### src/rtl/apb_uart_bridge_pkg.sv
// apb_uart_bridge_pkg
// Shared definitions for the APB-to-UART-core bridge: the register address
// map, the bridge FSM state encoding and the request kinds produced by the
// address decoder.
package apb_uart_bridge_pkg;

  // Register map. Values are kept 32 bits wide and compared against a
  // zero-extended copy of the bus address.
  localparam logic [31:0] ADDR_BAUD   = 32'h00;
  localparam logic [31:0] ADDR_FRAME  = 32'h04;
  localparam logic [31:0] ADDR_PARITY = 32'h08;
  localparam logic [31:0] ADDR_SBITS  = 32'h0C;
  localparam logic [31:0] ADDR_TXDATA = 32'h10;
  localparam logic [31:0] ADDR_RXDATA = 32'h14;

  typedef enum logic [1:0] {
    IDLE,
    REQ,
    RESP
  } state_t;

  typedef enum logic [2:0] {
    CFG_WR,
    CFG_RD,
    TX,
    RX,
    ILLEGAL
  } req_kind_t;

  // The four configuration registers are the only read/write locations.
  function automatic logic isConfigAddr(input logic [31:0] addr);
    return (addr == ADDR_BAUD) || (addr == ADDR_FRAME) ||
           (addr == ADDR_PARITY) || (addr == ADDR_SBITS);
  endfunction

endpackage

### src/rtl/apb_uart_addr_decode.sv
// apb_uart_addr_decode
// Purely combinational classifier that turns a bus address plus direction
// into the kind of request the UART core should see.
// Ports:
//   i_addr   - latched or live APB address
//   i_write  - 1 for a write access, 0 for a read
//   o_kind   - CFG_WR / CFG_RD / TX / RX, or ILLEGAL for anything the
//              core cannot service (unmapped, TXDATA read, RXDATA write)
module apb_uart_addr_decode
  import apb_uart_bridge_pkg::*;
#(
  parameter int ADDR_WIDTH = 8
) (
  input  logic [ADDR_WIDTH-1:0] i_addr,
  input  logic                  i_write,
  output req_kind_t             o_kind
);

  logic [31:0] w_addr;

  assign w_addr = 32'(i_addr);

  // Config registers accept both directions; TXDATA only writes and
  // RXDATA only reads. Everything else falls through to ILLEGAL.
  always_comb begin
    o_kind = ILLEGAL;
    if (isConfigAddr(w_addr)) begin
      o_kind = i_write ? CFG_WR : CFG_RD;
    end else if ((w_addr == ADDR_TXDATA) && i_write) begin
      o_kind = TX;
    end else if ((w_addr == ADDR_RXDATA) && !i_write) begin
      o_kind = RX;
    end
  end

endmodule

### src/rtl/apb_uart_bridge.sv
// apb_uart_bridge
// APB3 slave front-end for the UART core. A setup phase is latched and
// decoded; legal accesses raise one request strobe toward the core until
// the core answers with ready, illegal accesses are answered at once with
// PSLVERR. The response (PRDATA/PREADY/PSLVERR) is registered and lasts
// exactly one cycle.
// Optional feature: define APB_UART_BRIDGE_TIMEOUT_EN to bound the wait for
// ready to TIMEOUT_CYCLES cycles; a timed-out request ends with PSLVERR=1.
// Ports:
//   PCLK, PRESET                     - clock, async active-high reset
//   PSEL, PENABLE, PWRITE, PADDR,
//   PWDATA, PRDATA, PREADY, PSLVERR  - APB3 slave interface
//   config_address, write_data_in    - latched address/data to the core
//   TX_detect, RX_detect,
//   config_write_detect,
//   config_read_detect               - one-hot request strobes to the core
//   read_data, ready, error          - core response
module apb_uart_bridge
  import apb_uart_bridge_pkg::*;
#(
  parameter int DATA_WIDTH     = 32,
  parameter int ADDR_WIDTH     = 8,
  parameter int TIMEOUT_CYCLES = 1024
) (
  input  logic                  PCLK,
  input  logic                  PRESET,
  input  logic                  PSEL,
  input  logic                  PENABLE,
  input  logic                  PWRITE,
  input  logic [ADDR_WIDTH-1:0] PADDR,
  input  logic [DATA_WIDTH-1:0] PWDATA,
  output logic [DATA_WIDTH-1:0] PRDATA,
  output logic                  PREADY,
  output logic                  PSLVERR,
  output logic [ADDR_WIDTH-1:0] config_address,
  output logic [DATA_WIDTH-1:0] write_data_in,
  output logic                  TX_detect,
  output logic                  RX_detect,
  output logic                  config_write_detect,
  output logic                  config_read_detect,
  input  logic [DATA_WIDTH-1:0] read_data,
  input  logic                  ready,
  input  logic                  error
);

  state_t                r_state;
  state_t                w_nextState;
  req_kind_t             w_decKind;
  req_kind_t             r_kind;
  logic [ADDR_WIDTH-1:0] r_cfgAddr;
  logic [DATA_WIDTH-1:0] r_wdata;
  logic [DATA_WIDTH-1:0] r_prdata;
  logic                  r_pready;
  logic                  r_pslverr;
  logic                  w_setup;
  logic                  w_done;
  logic                  w_timeout;

  apb_uart_addr_decode #(
    .ADDR_WIDTH(ADDR_WIDTH)
  ) u_decode (
    .i_addr (PADDR),
    .i_write(PWRITE),
    .o_kind (w_decKind)
  );

  assign w_setup = (r_state == IDLE) && PSEL && !PENABLE;
  assign w_done  = (r_state == REQ) && PSEL && ready;

`ifdef APB_UART_BRIDGE_TIMEOUT_EN
  localparam int CntWidth = (TIMEOUT_CYCLES > 2) ? $clog2(TIMEOUT_CYCLES) : 1;

  logic [CntWidth-1:0] r_tmoCnt;

  // Counts cycles spent in REQ; held at zero elsewhere so that every
  // request starts counting from zero on entry.
  always_ff @(posedge PCLK or posedge PRESET) begin
    if (PRESET) begin
      r_tmoCnt <= '0;
    end else if (r_state != REQ) begin
      r_tmoCnt <= '0;
    end else begin
      r_tmoCnt <= r_tmoCnt + 1'b1;
    end
  end

  // A late ready still wins over the timeout in the same cycle.
  assign w_timeout = (r_state == REQ) && PSEL && !ready &&
                     (r_tmoCnt == CntWidth'(TIMEOUT_CYCLES - 1));
`else
  assign w_timeout = 1'b0;
`endif

  // State register.
  always_ff @(posedge PCLK or posedge PRESET) begin
    if (PRESET) begin
      r_state <= IDLE;
    end else begin
      r_state <= w_nextState;
    end
  end

  // Next-state logic. Dropping PSEL in REQ is a master abort and returns
  // straight to IDLE without a response.
  always_comb begin
    w_nextState = r_state;
    case (r_state)
      IDLE: begin
        if (w_setup) begin
          w_nextState = (w_decKind == ILLEGAL) ? RESP : REQ;
        end
      end
      REQ: begin
        if (!PSEL) begin
          w_nextState = IDLE;
        end else if (ready || w_timeout) begin
          w_nextState = RESP;
        end
      end
      RESP:    w_nextState = IDLE;
      default: w_nextState = IDLE;
    endcase
  end

  // Request strobes are decoded from state alone so the core still sees
  // its strobe in the cycle where ready is sampled.
  always_comb begin
    TX_detect           = 1'b0;
    RX_detect           = 1'b0;
    config_write_detect = 1'b0;
    config_read_detect  = 1'b0;
    if (r_state == REQ) begin
      case (r_kind)
        CFG_WR:  config_write_detect = 1'b1;
        CFG_RD:  config_read_detect  = 1'b1;
        TX:      TX_detect           = 1'b1;
        RX:      RX_detect           = 1'b1;
        default: ;
      endcase
    end
  end

  // Setup-phase capture; these values stay put until the next setup so
  // the core can sample them at any point of the request.
  always_ff @(posedge PCLK or posedge PRESET) begin
    if (PRESET) begin
      r_cfgAddr <= '0;
      r_wdata   <= '0;
      r_kind    <= ILLEGAL;
    end else if (w_setup) begin
      r_cfgAddr <= PADDR;
      r_wdata   <= PWDATA;
      r_kind    <= w_decKind;
    end
  end

  // Registered response. PREADY is raised on the edge that enters RESP,
  // which makes it coincide with the single RESP cycle.
  always_ff @(posedge PCLK or posedge PRESET) begin
    if (PRESET) begin
      r_prdata  <= '0;
      r_pready  <= 1'b0;
      r_pslverr <= 1'b0;
    end else if (w_setup && (w_decKind == ILLEGAL)) begin
      r_prdata  <= '0;
      r_pready  <= 1'b1;
      r_pslverr <= 1'b1;
    end else if (w_done) begin
      r_prdata  <= ((r_kind == CFG_RD) || (r_kind == RX)) ? read_data : '0;
      r_pready  <= 1'b1;
      r_pslverr <= error;
    end else if (w_timeout) begin
      r_prdata  <= '0;
      r_pready  <= 1'b1;
      r_pslverr <= 1'b1;
    end else begin
      r_pready  <= 1'b0;
      r_pslverr <= 1'b0;
    end
  end

  assign PRDATA         = r_prdata;
  assign PREADY         = r_pready;
  assign PSLVERR        = r_pslverr;
  assign config_address = r_cfgAddr;
  assign write_data_in  = r_wdata;

endmodule

### config.mk
export PLATFORM = sky130hd
export DESIGN_NAME = apb_uart_bridge
export DESIGN_NICKNAME = d
export VERILOG_FILES = /design/src/rtl/apb_uart_bridge_pkg.sv /design/src/rtl/apb_uart_addr_decode.sv /design/src/rtl/apb_uart_bridge.sv
export SDC_FILE = /design/constraint.sdc
export NUM_CORES = 1
export LEC_CHECK = 0
export ABC_AREA = 1
export BUFFER_PORTS_ARGS = -buffer_cell sky130_fd_sc_hd__buf_2
export CELL_PAD_IN_SITES_DETAIL_PLACEMENT = 1
export CELL_PAD_IN_SITES_GLOBAL_PLACEMENT = 1
export CORE_MARGIN = 4
export CORE_UTILIZATION = 35
export CTS_CLUSTER_DIAMETER = 50
export DETAILED_ROUTE_END_ITERATION = 7
export GPL_ROUTABILITY_DRIVEN = 0
export PLACE_DENSITY_LB_ADDON = 0.1
export SLEW_MARGIN = 20
export SYNTH_ARGS = -nofsm -noshare
export SYNTH_HDL_FRONTEND = slang
export SYNTH_HIERARCHICAL = 1
export SYNTH_SLANG_ARGS = --single-unit
### constraint.sdc
create_clock -name PCLK -period 5 [get_ports PCLK]
set_input_delay 1 -clock PCLK [delete_from_list [all_inputs] [get_ports PCLK]]
set_output_delay 1 -clock PCLK [all_outputs]
set_load 0.01 [all_outputs]
==> metrics.yaml <==
status:
  status: "finished, final reports clean"
pwr:
  pwr_density_cell_mw_per_mm2: 328.3
  cellLeakagePower_nw: 2.723
  peakVddDrop_uv: 124.9
  p_total_mw: 1.460
detailed_routing:
  routed_wl_mm: 10.05
  antenna_left: 0
  vias: 3130
  drtPass1Iterations: 4
  viasPerCell: 4.497
  drc_errors: 0
  wl_per_cell_um: 14.44
  dr.first_iter.drc_count: 87
floorplanning:
  die_h_um: 106.3
  fp.dieW_um: 106.3
  coreArea_mm2: 0.009328
  initial_core_util_pct: 36.23
  rows: 35
  ios: 157
  die-area_mm2: 0.01129
yosys:
  synthCells: 413
  ys_ff_latch: 79
  ys_async_sr_fraction_pct: 100.0
  synth_top_flop_cell: "dfrtp_1"
  syn_nets: 492
  syn-cell-area_mm2: 0.003379
  synth-edff-count: 0
  syn_area_per_cell_um2: 8.183
  yosys_warnings: 6
  yosysSeqAreaShare_pct: 58.53
  synth.distinct_cells: 21
worst_setup_path:
  path_max_fanout: 27
  critPathLaunchType: "flop"
  cpMostUsedCell: "inv_1"
  crit_path_end_kind: "output port"
  crit_buf_inv: 3
  required_ps: 4000
  crit_chain: "inv_1, nor2_4, inv_1, nor3_1, buf_2"
  critical_path.max_stage_delay_ps: 480
  crit_family: "simple AND/OR/NAND/NOR gates"
  cp_slowest_cell: "nor2_4"
  critPathKind: "reg2out"
  critPathArrivalTime_ps: 1980
placed_design:
  placed_area_mm2: 0.004233
  post-place-ws_ps: 2337
  dp_hpwl_mm: 7.146
  placedCellCount: 681
  io_buffers: 156
layout:
  final_cell_mix: "nand2_1 (189), buf_2 (156), dfrtp_1 (78), nand3_1 (47), inv_1 (33)"
  utilization_pct: 47.66
  final_area_mm2: 0.004446
  fillers: 1205
  regArea_mm2: 0.001978
  final_cells: 696
  multiInputGateArea_mm2: 0.001157
  final_common_cell: "nand2_1"
  nets: 642
  drive_gt1_share_pct: 31.75
  area_delta_synth_final_pct: 31.54
  diodes: 0
clock_network:
  cts_resized: 0
  clock_latency_ps: 340
  post_cts_buffers: 0
  cts_tree: "built"
  clk_pin_slew_ps: 80
  clockBufferDepth: 2
  cts_root_buffer: "clkbuf_8"
  numCtsBuffers: 9
  ctsHoldBuffers: 0
  h-tree-depth: 3
  cts_sinks: 79
min_path:
  min_path_type: "reg2reg"
global_routing:
  antenna_found_initial: 0
  grt_pass1_vias: 3337
  grt_max_degree: 50
  gr-total-overflow: 0
  grt_use_total_pct: 18.09
  grt_pass1_wl_mm: 16.17
job:
  maxCapViolations: 0
sta:
  post-route-period-util_pct: 59.58
  slew_violations: 0
  fin_setup_tns_ps: 0
  worstMarginPinSlew_ps: 875.4
  layout_min_cycle_time_ps: 2979
  hold_violations: 0
  setup_ws_ps: 2021
  rsz0062_at_grt: "no"
  finClkSkew_ps: 8.530
  max_slew_margin_pct: 41.57
  setup_viol: 0
  max_freq_mhz: 335.7
  hold_ws_ps: 469.6
==> sequential cells by signal (all words and copies together), names as in the netlist <==
name and count:
PRDATA 32, r_state 2, r_kind 3, write_data_in 32, PSLVERR 1, config_address 8, PREADY 1
==> layout make-up <==
type / count / share of cell area (%)
clock buffer: 12 / 3.265
clock inverter: 3 / 1.520
inverter: 35 / 2.983
multi-input combinational: 279 / 26.03
sequential: 79 / 44.50
tap: 129 / 3.631
timing repair buffer: 159 / 18.07
==> layer usage <==
| metal | global-route usage, % | up-vias | wire length, um |
|---|---|---|---|
| met4 | 6.383 | 0 | 109 |
| met2 | 30.68 | 85 | 4963 |
| met3 | 4.432 | 9 | 606 |
| li1 | - | 1549 | - |
| met5 | 0 | - | 0 |
| met1 | 22.42 | 1487 | 4371 |
==> cell usage after synthesis, types with 2 or more instances <==
master | count | area [um^2]
nand2_1 | 189 | 709.4
dfrtp_1 | 78 | 1952
nand3_1 | 47 | 235.2
inv_1 | 34 | 127.6
nor2_1 | 28 | 105.1
buf_2 | 10 | 50.05
buf_6 | 4 | 45.04
clkbuf_1 | 4 | 15.01
buf_1 | 2 | 7.510
nor2_2 | 2 | 12.51
nor2_4 | 2 | 22.52
nor3_1 | 2 | 10.01
nor4_1 | 2 | 12.51
o21ai_0 | 2 | 10.01
==> power breakdown <==
group / switching (mW) / leakage (nW) / internal (mW)
Combinational: 0.125 / 1.59 / 0.0842
Sequential: 0.0311 / 1.03 / 0.694
Clock: 0.232 / 0.103 / 0.293
Total: 0.388 / 2.72 / 1.07
==> path summary, 6_finish.rpt <==
check / start / endpoint / slack, ps / cells after the start
setup reg to reg: r_state[1]$_DFFE_PP0P_ / write_data_in[25]$_DFFE_PP0P_ / 3100 / 7
hold reg to reg: write_data_in[30]$_DFFE_PP0P_ / write_data_in[30]$_DFFE_PP0P_ / 470 / 2
min in group asynchronous: PRESET / write_data_in[7]$_DFFE_PP0P_ / 810 / 2
setup / recovery: r_kind[0]$_DFFE_PP0P_ / RX_detect / 2020 / 5
hold / removal: write_data_in[30]$_DFFE_PP0P_ / write_data_in[30]$_DFFE_PP0P_ / 470 / 2
max in group asynchronous: PRESET / r_kind[2]$_DFFE_PP1P_ / 3230 / 3
==> worst min-delay path: cells and delay by family (launching register included) <==
kind          cells  cell delay, ps
flops             1             350
simple gates      2              90
==> cells by family (layout without fill, tap and decap cells) <==
group                  Yosys count  in the layout  share of synthesized area, %
AO/OA/AOI/OAI                    4              4                        0.6294
AND/OR/NAND/NOR                275            275                         33.47
flip-flops                      79             79                         58.53
buffers and inverters           55            209                         7.367
No activity file was read; power rests on OpenSTA's default activity.
